[src/rtl/stage_5_output.sv]
// stage_5_output: rectifies Laplacian sums to 8-bit pixels, tags row/col, and buffers them in a ready/valid FIFO
module stage_5_output #(
  parameter int N = 10,
  parameter int DEPTH = 8,
  parameter int MODE = 0,
  localparam int RW = $clog2(N-2)
) (
  input  logic                clk,
  input  logic                reset,
  input  logic                start_add,
  input  logic signed [10:0]  convo_in,
  input  logic                out_ready,
  output logic                out_valid,
  output logic [7:0]          out_pixel,
  output logic [RW-1:0]       out_row,
  output logic [RW-1:0]       out_col,
  output logic                out_last,
  output logic                frame_done,
  output logic                overflow
);
  localparam int AW = $clog2(DEPTH);
  localparam int EW = 1 + 2*RW + 8;
  localparam logic [RW-1:0] LAST_IDX = RW'(N-3);
  typedef enum logic [1:0] {IDLE, RUN, DRAIN, DONE} state_t;
  state_t state, state_nx;
  logic [RW-1:0] row, col;
  logic [AW:0] wptr, rptr;
  logic [EW-1:0] mem [DEPTH];
  logic [10:0] mag;
  logic [7:0] pix;
  logic accept, last, empty, full, rd, wr;
  assign accept = start_add && (state == IDLE || state == RUN);
  assign last = row == LAST_IDX && col == LAST_IDX;
  assign empty = wptr == rptr;
  assign full = wptr[AW] != rptr[AW] && wptr[AW-1:0] == rptr[AW-1:0];
  assign rd = !empty && out_ready;
  // a simultaneous read frees the slot, so a write into a full FIFO still lands
  assign wr = accept && (!full || rd);
  assign mag = convo_in[10] ? 11'(-convo_in) : convo_in;
  assign pix = (MODE == 0 && convo_in[10]) ? 8'd0 : (mag > 11'd255 ? 8'hff : mag[7:0]);
  assign out_valid = !empty;
  assign {out_last, out_row, out_col, out_pixel} = empty ? EW'(0) : mem[rptr[AW-1:0]];
  assign frame_done = state == DONE;
  always_comb begin
    state_nx = state;
    if (accept && last) state_nx = DRAIN;
    else if (state == IDLE && start_add) state_nx = RUN;
    else if (state == DRAIN && empty) state_nx = DONE;
  end
  always_ff @(posedge clk or negedge reset) begin
    if (!reset) begin
      state <= IDLE;
      row <= '0;
      col <= '0;
      wptr <= '0;
      rptr <= '0;
      overflow <= 1'b0;
      for (int i = 0; i < DEPTH; i++) mem[i] <= '0;
    end else begin
      state <= state_nx;
      if (accept) begin
        col <= col == LAST_IDX ? '0 : col + 1'b1;
        row <= col == LAST_IDX ? row + 1'b1 : row;
      end
      if (accept && full && !rd) overflow <= 1'b1;
      if (wr) begin
        mem[wptr[AW-1:0]] <= {last, row, col, pix};
        wptr <= wptr + 1'b1;
      end
      if (rd) rptr <= rptr + 1'b1;
    end
  end
endmodule

[config.mk]
export PLATFORM = sky130hd
export DESIGN_NAME = stage_5_output
export DESIGN_NICKNAME = d
export VERILOG_FILES = /design/src/rtl/stage_5_output.sv
export SDC_FILE = /design/constraint.sdc
export NUM_CORES = 1
export LEC_CHECK = 0
export ABC_CLOCK_PERIOD_IN_PS = 2300
export BUFFER_PORTS_ARGS = -buffer_cell sky130_fd_sc_hd__buf_2
export CAP_MARGIN = 40
export CORE_MARGIN = 10
export CORE_UTILIZATION = 55
export CTS_CLUSTER_DIAMETER = 100
export DETAILED_ROUTE_END_ITERATION = 7
export PLACE_DENSITY_LB_ADDON = 0.1
export RECOVER_POWER = 100
export SYNTH_ARGS = -nofsm -noshare
export SYNTH_HDL_FRONTEND = slang
export SYNTH_SLANG_ARGS = --single-unit
[constraint.sdc]
create_clock -name clk -period 2.3 [get_ports clk]
set_input_delay 0.345 -clock clk [delete_from_list [all_inputs] [get_ports clk]]
set_output_delay 0.345 -clock clk [all_outputs]
set_load 0.01 [all_outputs]
==> results of run 1 <==
## cells by family after synthesis
kind of cell / Yosys count
xor+xnor: 10
fa+ha+maj: 6
compound gates: 20
simple gates: 72
flops: 137
mux: 165
buf+inv: 32
## worst min-delay path, cell delays in order
cell      delay, ns
buf_2          0.11
nand2_1        0.08
nand2b_1       0.07
## layer usage
metal  wire (µm)  up-vias
li1            -     1741
met1        6770     2091
met2        7520       58
met3         493       10
met4          89        0
met5           0        -
## layout make-up
cell class / instances / area [µm²]
clock buffer: 24 / 492
clock inverter: 8 / 92.6
fill: 857 / 3980
inverter: 5 / 21.3
multi-input combinational: 273 / 3300
sequential: 137 / 3430
tap: 168 / 210
timing repair buffer: 73 / 636
## flip-flops by register name, summed over array words and instances (netlist names)
register,count
col,3
mem,120
overflow,1
row,3
rptr,4
state,2
wptr,4
## timing repair
item	CTS	global route
setup endpoints to repair	16	19
pin swaps	0	4
hold buffers	1	0
gates cloned	2	0
setup buffers	6	4
hold endpoints to repair	53	0
resized for setup	10	19
## metrics by stage
step	utilization [%]	hold slack (ns)
floorplan	-	0.0494
global placement	61.1	0.343
detailed placement	61.1	0.345
CTS	67.1	0.219
global route	67.3	0.258
finish	67.3	0.234
## synthesized netlist by cell type, types with 3 or more instances
| master | instances | area (µm²) |
|---|---|---|
| dfrtp_1 | 137 | 3430 |
| mux2_4 | 77 | 1160 |
| mux2_2 | 43 | 484 |
| nor2_1 | 34 | 128 |
| mux4_2 | 30 | 676 |
| mux2i_1 | 15 | 150 |
| buf_6 | 10 | 113 |
| nand2_1 | 10 | 37.5 |
| clkbuf_1 | 7 | 26.3 |
| o21ai_0 | 7 | 35.0 |
| ha_1 | 6 | 75.1 |
| buf_2 | 5 | 25.0 |
| inv_1 | 5 | 18.8 |
| a21oi_4 | 4 | 65.1 |
| nand2b_1 | 4 | 25.0 |
| buf_1 | 3 | 11.3 |
| nand3_1 | 3 | 15.0 |
| nand4_1 | 3 | 18.8 |
| nor2_2 | 3 | 18.8 |
| nor2b_1 | 3 | 18.8 |
| nor3_4 | 3 | 48.8 |
| xnor2_1 | 3 | 26.3 |
| xor2_1 | 3 | 26.3 |
## worst min path at each step
stage	from	to	depth (start not counted)
global placement	reset	mem[71]$_DFFE_PN0P_	1
floorplan	reset	col[0]$_DFFE_PN0P_	0
finish	start_add	state[1]$_DFFE_PN0P_	3
global route	start_add	state[1]$_DFFE_PN0P_	3
CTS	start_add	state[1]$_DFFE_PN0P_	3
detailed placement	reset	mem[71]$_DFFE_PN0P_	1
## power by group through the flow
stage | registers, mW | clock network (mW) | logic, mW
final | 4.22 | 2.67 | 5.77
after global routing | 4.38 | 2.82 | 6.18
after floorplan | 3.92 | 0 | 4.12
after CTS | 4.22 | 2.71 | 5.63
after detailed placement | 4.22 | 0 | 5.34
after global placement | 4.17 | 0 | 5.22
==> out/results.ini, run 1 <==
[route]
vias = 3900
viasPerCell = 5.67
first_pass_iters = 4
avgRoutedWirePerCell_um = 21.6
drt_iter0_markers = 224
wl_mm = 14.9
drcViolationCount = 0
ant_nets = 0

[place]
gp_congestion = 0.759
place_hpwl_mm = 9.39
port_buffers = 32
place_area_um2 = 7430
post-place-ws_ns = 0.183
dp.cells = 644

[final_layout]
stdcell_area_um2 = 8190
diodes = 0
area_growth_pct = 18.6
final_nets = 528
layout.cells.non_filler = 688
final_cell_mix = dfrtp_1 (135), mux2_4 (77), mux2_2 (43)
layout-drive-gt1-share_pct = 53.8
final_common_cell = dfrtp_1

[flow_run]
maxCapViolCount = 0

[power]
total_power_mw = 12.7
power_frac_comb_pct = 45.6
power_frac_seq_pct = 33.4
switching_share_pct = 32.8
ir_drop_mv = 0.752
p_int_mw = 8.50
leakage_nw = 3.70
switchingPower_mw = 4.16
power-per-cell-area_nw_per_um2 = 1550
clkPwrFrac_pct = 21.1

[cts]
ctsLongestPathBuffers = 2
cts_sinks = 137
cts_root_buf = clkbuf_16
htree_levels = 4
path_clk_slew_ns = 0.06
cts_tree = done
clock_latency_ns = 0.41
numCtsBuffers = 17

[global_route]
grt_max_degree = 57
grt_util_met3_pct = 4.34
grt_pass1_vias = 4273
busiest_layer = met2
antenna_found_initial = 0
grtUsageMet1_pct = 23.7
grt_pass1_wl_mm = 24.3
use_met2_pct = 28.0
grtUsageTotal_pct = 17.7
grt.overflow.total = 0

[worst_setup_path]
worstSetupEndpointType = primary output
cp.required_ns = 1.96
path_max_fanout = 8
crit_chain = buf_4 > buf_12 > mux4_2 > mux2i_4 > nor2_4 > buf_6
cpPeakStageDelay_ns = 0.53
critPathKind = reg -> out
startpoint_type = register
worstPathArrival_ns = 2.01
endpoint = out_pixel[1]
worstReg2RegStart = rptr[0]$_DFFE_PN0P_
ff2ff_path_depth = 8
crit_start = rptr[0]$_DFFE_PN0P_
path_buf_inv = 3
cp.depth = 6
r2r_slack_ns = 0.05
crit_slowest_cell = mux4_2
r2r-end = mem[111]$_DFFE_PN0P_
crit_family = multiplexers

[sta]
worst_pin_slew_ns = 1.45
rsz0062_at_grt = yes
period_share_pct = 103
max_freq_mhz = 424
final.setup.tns_ns = -0.234
slew_viol_final = 0
setup_viol = 12
finClkSkew_ns = 0.00672
hold_viol_final = 0
slew_headroom_pct = 3.63
fin_crit_ns = 2.36
setup_slack_ns = -0.0588

[yosys]
synth.avg_cell_area_um2 = 15.6
synthSimpleGateAreaFrac_pct = 5.57
synth_cells = 442
syn-num-nets = 463
synthAdderAreaFrac_pct = 1.09
synth-main-ff-cell = dfrtp_1
synth_xor_area_share_pct = 1.87
yosysWarnings = 0
synth_compound_area_share_pct = 3.06
synth_cell_types = 41
synth_top_family_by_area = multiplexers
synthesis.area_um2 = 6900
synth-seq-area-share_pct = 49.7
async_flop_share_pct = 100
synth.mux.area_fraction_pct = 35.7
ys_seq_elements = 137
synth_edf_count = 0

[floorplan]
die_y_um = 132
fp.dieW_um = 132
rows = 40
top_level_ports = 33
die-area_um2 = 17400
coreArea_um2 = 12200
start_util_pct = 56.7

[hold_path]
worstHoldPathType = in -> reg

[run_status]
outcome = finished with violations
failed_checks = setup timing

Note: power is estimated with default switching activity, not from simulation.
==> inputs of run 2 (changes only) <==
--- a/config.mk
+++ b/config.mk
@@ -8,6 +8,7 @@
 export ABC_CLOCK_PERIOD_IN_PS = 2300
 export BUFFER_PORTS_ARGS = -buffer_cell sky130_fd_sc_hd__buf_2
 export CAP_MARGIN = 40
+export CORE_ASPECT_RATIO = 2
 export CORE_MARGIN = 10
 export CORE_UTILIZATION = 55
 export CTS_CLUSTER_DIAMETER = 100
==> out/results.ini, run 2 (synthesis gave the netlist of run 1 again) <==
[run_status]
outcome = finished with violations
failed_checks = capacitance limit, slew limit, setup timing

[worst_setup_path]
startpoint_type = register
worstPathArrival_ns = 2.65
crit_start = rptr[1]$_DFFE_PN0P_
worstReg2RegStart = rptr[1]$_DFFE_PN0P_
crit_slowest_cell = nor3_2
r2r_slack_ns = -0.06
path_buf_inv = 2
cp.required_ns = 2.59
path_max_fanout = 11
cpMostUsedCell = buf_4
worstSetupEndpointType = register
ff2ff_path_depth = 6
crit_chain = buf_4 > xor2_2 > nor3_2 > a21oi_1 > buf_4 > mux2_4
crit_family = simple AND/OR/NAND/NOR gates
cpPeakStageDelay_ns = 0.60
critPathKind = reg -> reg
r2r-end = mem[24]$_DFFE_PN0P_

[hold_path]
whs_endpoint = state[1]$_DFFE_PN0P_
hp-start = start_add
worstHoldPathType = in -> reg
hold_path_depth = 3

[cts]
path_clk_slew_ns = 0.06
htree_levels = 4
ctsLongestPathBuffers = 2
cts_sinks = 137
numCtsBuffers = 17
cts_root_buf = clkbuf_16
cts_tree = done
clock_latency_ns = 0.41

[global_route]
grt_pass1_vias = 4382
grt_pass1_wl_mm = 24.5
antenna_found_initial = 0
grtUsageTotal_pct = 17.8
grt_max_degree = 59
grt.overflow.total = 0

[route]
ant_nets = 0
viasPerCell = 5.84
drcViolationCount = 0
avgRoutedWirePerCell_um = 22.8
wl_mm = 15.1
vias = 3858
drt_iter0_markers = 220
first_pass_iters = 4

[final_layout]
layout-drive-gt1-share_pct = 46.5
area_growth_pct = 13.6
largestRegisters = mem: 120 flops, rptr: 4 flops, wptr: 4 flops
final_common_cell = dfrtp_1
final_cell_mix = dfrtp_1 (135), mux2_4 (46), mux2_2 (44)
largest_reg_flops = 120
layout.cells.non_filler = 661
top_register = mem
final_nets = 522
diodes = 0

[place]
port_buffers = 32
place_hpwl_mm = 9.85
gp_congestion = 0.770
dp.cells = 625
post-place-ws_ns = 0.131

[power]
leakage_nw = 3.58
total_power_mw = 12.0
ir_drop_mv = 0.791
power-per-cell-area_nw_per_um2 = 1530

[floorplan]
die_y_um = 178
die-area_um2 = 17700
fp.dieW_um = 99.2
rows = 57
coreArea_um2 = 12200
start_util_pct = 56.6
top_level_ports = 33

[sta]
hold_viol_final = 0
setup_slack_ns = -0.0647
period_share_pct = 103
finClkSkew_ns = 0.0115
max_freq_mhz = 423
worst_pin_slew_ns = 1.52
rsz0062_at_grt = yes
fin_crit_ns = 2.36
slew_headroom_pct = -1.57
setup_viol = 26
slew_viol_final = 59

[flow_run]
maxCapViolCount = 1

## run 2: what timing repair did
action                                  4_1_cts  5_1_grt
endpoints found under the setup margin       16       16
gates cloned                                  1        0
resized for setup                            11        3
setup buffers                                 2        1
pin swaps                                     1        0
hold buffers                                  1        0
endpoints found under the hold margin        55        0
## run 2: per-layer routing
metal / vias to the layer above / routed length, µm / global-route usage (%) / share of wire, %
li1: 1727 / - / - / -
met1: 2058 / 6370 / 21.2 / 42
met2: 61 / 8150 / 30.7 / 54
met3: 12 / 393 / 4.34 / 2.6
met4: 0 / 166 / 5.70 / 1.1
met5: - / 0 / 0 / 0
## run 2: worst register-to-register path, stage by stage (launching register included)
cell and delay, ns:
dfrtp_1 0.41, buf_4 0.22, xor2_2 0.19, nor3_2 0.60, a21oi_1 0.25, buf_4 0.27, mux2_4 0.31
## run 2: layout make-up
cell class / count / area [µm²]
clock buffers: 21 / 470
clock inverters: 11 / 110
fillers: 916 / 4360
inverters: 5 / 18.8
multi-input cells: 273 / 3130
flip-flops and latches: 137 / 3430
well taps: 147 / 184
repair buffers: 67 / 498
## run 2: how the worst max path moves through the flow
stage	depth (start not counted)	endpoint
final	6	mem[24]$_DFFE_PN0P_
after global routing	5	out_col[0]
after CTS	5	out_row[1]
after detailed placement	7	mem[33]$_DFFE_PN0P_
after global placement	5	mem[92]$_DFFE_PN0P_
after floorplan	4	out_col[0]
## run 2: per-stage QoR
stage	TNS [ns]	area, µm²	util [%]	hold WS (ns)
3_5_place_dp	0	7420	60.9	0.349
6_report	-0.672	7840	64.3	0.218
5_1_grt	-5.40	7840	64.3	0.216
3_3_place_gp	0	7390	60.6	0.340
2_1_floorplan	0	6900	-	0.0494
4_1_cts	-0.589	8080	66.2	0.200
## run 2: power by group
part	switching [mW]	total, mW	internal [mW]
Combinational	2.25	5.11	2.86
Sequential	0.729	4.18	3.46
Clock	1.08	2.67	1.59
